<file path="config.mk">
export PLATFORM = sky130hd
export DESIGN_NAME = fpga_rst_seq
export DESIGN_NICKNAME = d
export VERILOG_FILES = /design/src/rtl/fpga_rst_seq.sv
export SDC_FILE = /design/constraint.sdc
export NUM_CORES = 1
export LEC_CHECK = 0
export ABC_AREA = 1
export CAP_MARGIN = 20
export CORE_MARGIN = 2
export CORE_UTILIZATION = 50
export CTS_BUF_LIST = sky130_fd_sc_hd__clkbuf_8
export CTS_CLUSTER_SIZE = 14
export DETAILED_ROUTE_END_ITERATION = 6
export PLACE_DENSITY = 0.67
export RECOVER_POWER = 25
export SLEW_MARGIN = 20
export SYNTH_ARGS = -nofsm -noshare
export SYNTH_HDL_FRONTEND = slang
export SYNTH_SLANG_ARGS = --single-unit
</file>
<file path="constraint.sdc">
create_clock -name clk_i -period 2.3 [get_ports clk_i]
set_clock_uncertainty 0.05 [all_clocks]
set_input_delay 0.23 -clock clk_i [delete_from_list [all_inputs] [get_ports clk_i]]
set_output_delay 0.23 -clock clk_i [all_outputs]
set_load 0.01 [all_outputs]
</file>
<file path="src/rtl/fpga_rst_seq.sv">
`default_nettype none
// ============================================================================
// fpga_rst_seq : board reset sequencer (button debounce, MIG reset, SoC stretch)
// Revision: 1.0
// ============================================================================
module fpga_rst_seq #(
  parameter int DEBOUNCE_CYCLES = 50000,
  parameter int DRAM_RST_CYCLES = 64,
  parameter int CALIB_TIMEOUT   = 2**24,
  parameter int STRETCH_CYCLES  = 32,
  parameter int MAX_RETRIES     = 3,
  parameter int CNT_WIDTH       = 24
) (
  input  logic       clk_i,
  input  logic       rst_ni,
  input  logic       btn_rst_i,
  input  logic       vio_rst_i,
  input  logic       calib_done_i,
  output logic       dram_sys_rst_o,
  output logic       soc_rst_no,
  output logic       calib_err_o,
  output logic [1:0] retry_cnt_o
);

  localparam logic [CNT_WIDTH-1:0] c_db_last      = CNT_WIDTH'(DEBOUNCE_CYCLES - 1);
  localparam logic [CNT_WIDTH-1:0] c_dram_last    = CNT_WIDTH'(DRAM_RST_CYCLES - 1);
  localparam logic [CNT_WIDTH-1:0] c_calib_last   = CNT_WIDTH'(CALIB_TIMEOUT - 1);
  localparam logic [CNT_WIDTH-1:0] c_stretch_last = CNT_WIDTH'(STRETCH_CYCLES - 1);
  localparam logic [1:0]           c_max_retries  = 2'(MAX_RETRIES);

  typedef enum logic [2:0] {
    ST_RST_DRAM   = 3'd0,
    ST_WAIT_CALIB = 3'd1,
    ST_STRETCH    = 3'd2,
    ST_RUN        = 3'd3,
    ST_ERROR      = 3'd4
  } state_e;

  state_e               state_q, state_d;
  logic [CNT_WIDTH-1:0] cnt_q, cnt_d;
  logic [CNT_WIDTH-1:0] db_cnt_q, db_cnt_d;
  logic [1:0]           retry_q, retry_d;
  logic [1:0]           btn_sync_q, btn_sync_d;
  logic [1:0]           vio_sync_q, vio_sync_d;
  logic [1:0]           cal_sync_q, cal_sync_d;
  logic                 btn_db_q, btn_db_d;

  logic btn_s, vio_s, cal_s, rst_req;

  assign btn_s   = btn_sync_q[1];
  assign vio_s   = vio_sync_q[1];
  assign cal_s   = cal_sync_q[1];
  assign rst_req = btn_db_q | vio_s;

  always_ff @(posedge clk_i or negedge rst_ni) begin
    if (!rst_ni) begin
      state_q    <= ST_RST_DRAM;
      cnt_q      <= '0;
      db_cnt_q   <= '0;
      retry_q    <= '0;
      btn_sync_q <= '0;
      vio_sync_q <= '0;
      cal_sync_q <= '0;
      btn_db_q   <= 1'b0;
    end else begin
      state_q    <= state_d;
      cnt_q      <= cnt_d;
      db_cnt_q   <= db_cnt_d;
      retry_q    <= retry_d;
      btn_sync_q <= btn_sync_d;
      vio_sync_q <= vio_sync_d;
      cal_sync_q <= cal_sync_d;
      btn_db_q   <= btn_db_d;
    end
  end

  // Synchronizers and button debounce: the accepted level only flips after a
  // full window of uninterrupted disagreement.
  always_comb begin
    btn_sync_d = {btn_sync_q[0], btn_rst_i};
    vio_sync_d = {vio_sync_q[0], vio_rst_i};
    cal_sync_d = {cal_sync_q[0], calib_done_i};
    btn_db_d   = btn_db_q;
    db_cnt_d   = '0;
    if (btn_s != btn_db_q) begin
      if (db_cnt_q == c_db_last) begin
        btn_db_d = ~btn_db_q;
      end else begin
        db_cnt_d = db_cnt_q + CNT_WIDTH'(1);
      end
    end
  end

  always_comb begin
    state_d = state_q;
    cnt_d   = cnt_q + CNT_WIDTH'(1);
    retry_d = retry_q;
    if (rst_req) begin
      state_d = ST_RST_DRAM;
      cnt_d   = '0;
      retry_d = '0;
    end else begin
      case (state_q)
        ST_RST_DRAM: begin
          if (cnt_q == c_dram_last) begin
            state_d = ST_WAIT_CALIB;
            cnt_d   = '0;
          end
        end
        ST_WAIT_CALIB: begin
          // Calibration completing on the timeout cycle takes precedence.
          if (cal_s) begin
            state_d = ST_STRETCH;
            cnt_d   = '0;
          end else if (cnt_q == c_calib_last) begin
            cnt_d = '0;
            if (retry_q == c_max_retries) begin
              state_d = ST_ERROR;
            end else begin
              retry_d = retry_q + 2'd1;
              state_d = ST_RST_DRAM;
            end
          end
        end
        ST_STRETCH: begin
          if (!cal_s) begin
            state_d = ST_WAIT_CALIB;
            cnt_d   = '0;
          end else if (cnt_q == c_stretch_last) begin
            state_d = ST_RUN;
            cnt_d   = '0;
          end
        end
        ST_RUN: begin
          cnt_d = '0;
          if (!cal_s) begin
            state_d = ST_RST_DRAM;
          end
        end
        ST_ERROR: begin
          cnt_d = '0;
        end
        default: begin
          state_d = ST_RST_DRAM;
          cnt_d   = '0;
        end
      endcase
    end
  end

  always_comb begin
    dram_sys_rst_o = (state_q == ST_RST_DRAM) || (state_q == ST_ERROR);
    soc_rst_no     = (state_q == ST_RUN);
    calib_err_o    = (state_q == ST_ERROR);
    retry_cnt_o    = retry_q;
  end

endmodule
`default_nettype wire

</file>
Word level (Yosys, flattened, before mapping)
Index checks and enable logic that the tools add are counted.
- input port bits: 5
- logic and storage cells: 60
- flip-flop bits (word level): 60
- output and inout bits: 5
- reduce and logical (&&, ||, !) cells: 7
- bitwise operators: 2
- equal/unequal tests: 17
- mux-type cells: 23
- $add $sub $neg: 3
- operators with widths (operator ; number):
    two-way mux 24 bit ; 8
    case mux 24 bit (3 select lines) ; 1
    adder 24 x 1 -> 24 bit (second input constant) ; 2
    equality test 24 x 16 -> 1 bit (second input constant) ; 1
    equality test 24 bit (second input constant) ; 1
    equality test 24 x 5 -> 1 bit (second input constant) ; 1
    equality test 24 x 6 -> 1 bit (second input constant) ; 1
    two-way mux 3 bit ; 8
    case mux 3 bit (5 select lines) ; 1
    two-way mux 2 bit ; 5
    != test 4 bit (second input constant) ; 2
    equality test 3 x 2 -> 1 bit (second input constant) ; 2
    AND reduction 5 bit ; 1
    != test 2 x 1 -> 1 bit (second input constant) ; 2
    AND reduction 4 bit ; 1
    nonzero test 2 bit ; 2
    equality test 3 x 1 -> 1 bit (second input constant) ; 1
    equality test 3 bit (second input constant) ; 1
    logical NOT 3 bit ; 1
    != test 3 x 2 -> 1 bit (second input constant) ; 1
    != test 3 bit (second input constant) ; 1
    adder 2 x 1 -> 2 bit (second input constant) ; 1
    equality test 2 bit (second input constant) ; 1
    != test 2 bit (second input constant) ; 1
    other kinds (5) ; 5

Longest topological paths before layout
Gate-level depths: netlist of run 1.
- word-level depth: 6
- gate-level depth with buffers: 12

Worst setup path after synthesis of run 1
Ideal clock, no wire load.
- path kind: register -> register
- from: register cnt_q[0]
- to: register cnt_q[4]
- arrival: 1460 ps
- required time: 2130 ps
- setup time: 120 ps
- cell stages (with the launch flop): 12
- slack: 670 ps
- path buffers: 1
- cells stage by stage: dfrtp_1 > ha_1 > nand2_1 > nor2_2 > nand2_2 > nor2_8 > nand3_4 > nand2_4 > nand3_4 > buf_6 > o211ai_1 > inv_1
- cells in the longest elaborated chain, start to end: 5
- elaborated cells between the ends (all ways): 11
- classes of those cells: 1 x add/sub; 3 x eq/ne; 7 x mux
- ends and longest elaborated chain (what ; line ; RTL):
    start, declared ; 40 ; logic [CNT_WIDTH-1:0] cnt_q, cnt_d;
    start signal, assigned ; 67 ; cnt_q <= cnt_d;
    adder 24 x 1 -> 24 bit, or another cell as far along ; 96 ; cnt_d = cnt_q + CNT_WIDTH'(1);
    two-way mux 24 bit (on tied branches) ; 129, 115 ;
    two-way mux 24 bit (on tied branches) ; 126, 112 ;
    case mux 24 bit (3 select lines) * ; 103 ; case (state_q)
    two-way mux 24 bit * ; 98 ; if (rst_req) begin
    via cnt_d[4] ; 40 ;
Mark *: on every way through the listed nets, which the timed path passes. The rest lies on a longest branch.
A chain may end at the register's enable or synchronous reset.

Final worst setup path of run 1
- from: register state_q[0]
- to: output port calib_err_o
- cells in the longest elaborated chain, start to end: 1
- ends and longest elaborated chain (what ; line ; RTL):
    start, declared ; 39 ; state_e state_q, state_d;
    start signal, assigned ; 66 ; state_q <= state_d;
    equality test 3 bit ; 154 ; calib_err_o = (state_q == ST_ERROR);
    end, declared ; 21 ; output logic calib_err_o,
Every way passes these cells.

==> qor.yml, run 1 <==
critical_path:
  endpoint_kind: "output pin"
  r2r-start: "cnt_q[0]"
  reg2reg_to: "cnt_q[16]"
  r2r_slack_ns: 0.42
  critPathRequiredTime_ns: 2.02
  crit_type: "flop to output pin"
  reg2reg_depth: 12
  arrival_ns: 1.66
  worst-path-max-fanout: 8
  startpoint_type: "flop"
finish:
  finalNetCount: 473
  drive_above_1_share_pct: 7.46
  num-fill-cells: 580
  design_area_um2: 3780
  num_antenna_cells: 0
  syn2layout_area_growth_pct: 12.0
clocking:
  cts_buffers: 9
  cts_sinks: 60
  clk_latency_ns: 0.34
  htreeDepth: 3
  max-clock-path-buffers: 2
  cts_tree: "yes"
  cts-resized-gates: 0
  clk_transition_reported_paths_ns: 0.07
  root_buffer: "clkbuf_8"
timing:
  tightestPinTransition_ns: 1.31
  rsz0062_at_grt: "false"
  clock.fmax_mhz: 515
  period_minus_slack_ns: 1.94
  hold_viol: 0
  setup_tns_ns: 0
  timing.final.crit_share_pct: 84.5
  setup_slack_ns: 0.357
  relSlewSlack_pct: 12.7
  finalSetupViolations: 0
  holdWs_ns: 0.300
  final-max-slew-violation-count: 0
routing:
  firstDrtPassIters: 5
  wl_um: 7020
  vias: 2785
  drt-initial-drc-count: 137
  via_per_inst: 5.10
  ant_nets: 0
  wl_per_cell_um: 12.9
  route.detailed.drc: 0
pwr:
  p_per_area_nw_per_um2: 580
  peakVddDrop_mv: 0.419
  leakage_nw: 1.87
status:
  status: "completed"
placed_design:
  portBuffers: 9
  postPlaceCellArea_um2: 3560
  post-place-ws_ns: 0.422
  dpl.hpwl_um: 5260
  place.gp.congestion: 0.905
worst_hold_path:
  hold_class: "flop to flop"
  hold-path-endpoint: "cal_sync_q[1]"
  hp-start: "cal_sync_q[0]"
  hold_path_depth: 0
synth:
  yosys.area.top_type: "dfrtp_1"
  synth_top_area_share_pct: 44.5
  ys_seq_elements: 60
  syn_inst: 444
  ys_types: 33
  synth_area_leaders: "dfrtp_1 44%, nand2_1 10%, nor2_1 9.3%"
  yosys_warnings: 0
  syn-mean-instance-area_um2: 7.61
  synth.yosys.seq_area_share_pct: 44.5
  netlist_area_um2: 3380
  syn_nets: 452
floorplanning:
  rows: 29
  core_um2: 6460
  dieHeight_um: 86.2
  dieArea_um2: 7430
  die_x_um: 86.2
  start_util_pct: 52.3
  pin_count: 10
grt:
  gr-max-usage-layer: "met2"
  grt_use_met3_pct: 5.90
  track_usage_pct: 21.9
  grt_pass1_wl_um: 12700
  grt_max_degree: 26
  grt_util_met2_pct: 35.9
  use_met1_pct: 28.1
  overflow: 0
  antenna_found_initial: 0
  grt_pass1_vias: 2818
flow_run:
  drv_cap: 0
-- cells in the final DEF (no fill, tap or decap), drive strengths merged --
cell	synthesis	routed
and3	1	1
inv	71	72
nand4	16	16
ha	3	3
clkdlybuf4s50	0	5
nor3b	3	3
dfrtp	60	60
clkinv	1	3
a21oi	7	7
nand3	26	26
xnor2	10	10
a211oi	1	1
clkbuf	1	12
nor2	90	90
nand2	96	96
and2	1	1
nor4	1	1
bufinv	0	2
buf	2	2
nor3	32	32
o21ai	3	3
dlygate4sd3	0	4
xor2	15	15
o21bai	1	1
o211ai	1	1
a31oi	2	2
-- how the worst max path moves through the flow --
stage / start / to / slack, ns / cells past startpoint
2_1_floorplan: cnt_q[0] / cnt_q[4] / 0.67 / 11
3_3_place_gp: cnt_q[0] / cnt_q[11] / 0.47 / 12
3_5_place_dp: cnt_q[0] / cnt_q[16] / 0.42 / 12
4_1_cts: state_q[0] / calib_err_o / 0.33 / 4
5_1_grt: rst_ni / cnt_q[17] / 0.10 / 3
6_report: state_q[0] / calib_err_o / 0.36 / 4
-- layer usage --
layer,share of wire [%],vias up
li1,-,1433
met1,46,1269
met2,47,70
met3,5.0,13
met4,2.1,0
met5,0,-
-- repair_timing --
item | 4_1_cts | 5_1_grt
setup buffers | 0 | 0
endpoints found under the hold margin | 23 | 0
hold buffers | 1 | 0
-- final cells by class --
type | instances | area (µm²) | share of cell area, %
Clock buffer | 10 | 138 | 3.64
Clock inverter | 5 | 77.6 | 2.05
Inverter | 72 | 270 | 7.15
Multi-Input combinational cell | 309 | 1590 | 41.9
Sequential cell | 60 | 1500 | 39.7
Tap cell | 77 | 96.3 | 2.55
Timing Repair Buffer | 13 | 114 | 3.01
-- worst max-delay path, cell delays in order (launching register included) --
cell	delay (ns)
dfrtp_1	0.46
nor2_1	0.17
nand2_1	0.09
inv_1	0.08
clkdlybuf4s50_1	0.53
-- cells in the mapped netlist (all sizes together) --
cell / n
nand4: 16
nor3b: 3
nand3: 26
a21oi: 7
dfrtp: 60
inv: 71
buf: 2
clkbuf: 1
a31oi: 2
a211oi: 1
nor2: 90
clkinv: 1
o211ai: 1
o21bai: 1
nor4: 1
o21ai: 3
ha: 3
xor2: 15
nand2: 96
xnor2: 10
and3: 1
nor3: 32
and2: 1
-- state kept, by name (all words and copies together) (netlist names) --
signal	count
cal_sync_q	2
cnt_q	24
btn_db_q	1
btn_sync_q	2
db_cnt_q	24
state_q	3
vio_sync_q	2
retry_cnt_o	2
-- report_power, final --
part | leakage (nW) | switching (mW) | internal, mW
Combinational | 0.938 | 0.0500 | 0.0195
Sequential | 0.820 | 0.00854 | 1.07
Clock | 0.114 | 0.419 | 0.630
Total | 1.87 | 0.477 | 1.72
-- kinds of logic after synthesis --
family,count (synthesis),synth area share (%)
flip-flops,60,44.5
AO/OA/AOI/OAI,15,2.52
buffers and inverters,75,8.60
XOR/XNOR,25,6.48
adder cells (fa/ha/maj),3,1.11
AND/OR/NAND/NOR,266,36.8
-- metrics by stage --
stage,power [mW],cells,utilization [%]
final,2.20,546,58.6
after global routing,2.29,546,58.6
after CTS,2.22,546,58.6
after detailed placement,1.17,530,55.1
after global placement,1.17,530,55.1
after floorplan,1.13,444,-
No activity file was read; power rests on OpenSTA's default activity.
==> run 2: changes to the inputs <==
- clock period: 2.3 -> 1.8 ns (I/O delays scaled with it)
==> run 2 against run 1 <==
Flip-flop and latch count is the same. Sequential share of layout area shrank 3.0 points. Core utilization grew 4.8 points. Total power grew 25%. Critical endpoint is now cnt_q[18].
==> qor.yml, run 2 (synthesized netlist as in run 1, its figures left out) <==
critical_path:
  arrival_ns: 1.95
  worst-path-max-fanout: 6
  startpoint_type: "flop"
  critPathRequiredTime_ns: 1.98
  crit_type: "flop to flop"
  endpoint_kind: "flop"
timing:
  rsz0062_at_grt: "true"
  timing.final.crit_share_pct: 98.1
  period_minus_slack_ns: 1.77
  setup_tns_ns: 0
  finalSetupViolations: 0
  final-max-slew-violation-count: 0
  tightestPinTransition_ns: 0.791
  clock.fmax_mhz: 566
  hold_viol: 0
  holdWs_ns: 0.300
  setup_slack_ns: 0.0341
  relSlewSlack_pct: 47.3
worst_hold_path:
  hold_class: "flop to flop"
routing:
  route.detailed.drc: 0
  wl_per_cell_um: 13.1
  via_per_inst: 5.15
  wl_met2_um: 3720
  vias: 2936
  firstDrtPassIters: 4
  drt-initial-drc-count: 152
  dr.max_layer_used: "met4"
  wl_um: 7470
  route.met3.wl_um: 275
  ant_nets: 0
  met1_length_um: 3260
clocking:
  clk_transition_reported_paths_ns: 0.07
  root_buffer: "clkbuf_8"
  clk_latency_ns: 0.34
  cts_sinks: 60
  max-clock-path-buffers: 2
  htreeDepth: 3
  cts_tree: "yes"
  cts_buffers: 9
floorplanning:
  pin_count: 10
  rows: 29
  core_um2: 6460
  dieHeight_um: 86.2
  die_x_um: 86.2
  start_util_pct: 52.3
  dieArea_um2: 7430
grt:
  grt_pass1_wl_um: 12800
  grt_max_degree: 61
  overflow: 0
  grt_pass1_vias: 2831
  track_usage_pct: 22.3
  antenna_found_initial: 0
finish:
  reg_top3: "cnt_q (24), db_cnt_q (24), state_q (3)"
  final_common_cell: "nor2_1"
  num_antenna_cells: 0
  syn2layout_area_growth_pct: 21.2
  final_core_util_pct: 63.3
  finalNonFillerCells: 570
  finalNetCount: 497
  layout_common_cells: "81 x nor2_1, 80 x nand2_1, 68 x inv_1, 59 x dfrtp_1, 26 x nor3_1"
  drive_above_1_share_pct: 16.8
  design_area_um2: 4090
placed_design:
  placedCellCount: 541
  portBuffers: 9
  place.gp.congestion: 0.900
  post-place-ws_ns: -0.0312
  dpl.hpwl_um: 5330
  postPlaceCellArea_um2: 3670
status:
  status: "completed"
pwr:
  total_power_mw: 2.74
  leakage_nw: 2.04
  p_per_area_nw_per_um2: 669
  peakVddDrop_mv: 0.506
flow_run:
  drv_cap: 0
## run 2: routing by layer
| metal | track usage [%] | vias up |
|---|---|---|
| met4 | 10.9 | 0 |
| met1 | 27.2 | 1350 |
| met3 | 4.57 | 19 |
| li1 | - | 1499 |
| met5 | 0 | - |
| met2 | 37.6 | 68 |
## run 2: power by group
| part | internal (mW) | total, mW | switching, mW |
|---|---|---|---|
| combinational | 0.0403 | 0.112 | 0.0719 |
| sequential | 1.37 | 1.38 | 0.0121 |
| clock | 0.735 | 1.25 | 0.513 |
## run 2: area by class of cell
| cell class | count | area (µm²) |
|---|---|---|
| clock buffers | 12 | 165 |
| clock inverters | 3 | 37.5 |
| fillers | 531 | 2370 |
| inverters | 72 | 275 |
| multi-input cells | 311 | 1690 |
| flip-flops and latches | 60 | 1500 |
| well taps | 77 | 96.3 |
| repair buffers | 35 | 323 |
## run 2: timing repair
action	CTS	global route
pin swaps	2	13
buffers inserted	5	6
setup endpoints to repair	7	36
endpoints found under the hold margin	60	0
cloned	2	0
gates resized for setup	4	37
hold buffers	1	0
## run 2: path summary, 6_finish.rpt
check | slack, ns | cells after the start | endpoint | from
worst max-delay path | 0.03 | 11 | cnt_q[18] | cnt_q[0]
worst min-delay path | 0.30 | 0 | cal_sync_q[1] | cal_sync_q[0]
worst max register to register | 0.03 | 11 | cnt_q[18] | cnt_q[0]
worst min register to register | 0.30 | 0 | cal_sync_q[1] | cal_sync_q[0]
max in group asynchronous | 0.64 | 3 | state_q[0] | rst_ni
min in group asynchronous | 0.51 | 3 | cnt_q[12] | rst_ni
## run 2: critical path: stages, from the launching register on
cell     delay (ns)
dfrtp_1        0.36
ha_2           0.20
nand2_2        0.09
nor2_4         0.15
nand2_4        0.08
nor2_8         0.10
nand3_4        0.08
nand2_4        0.09
nand3_4        0.17
nand2_8        0.14
buf_6          0.10
nor2_2         0.02
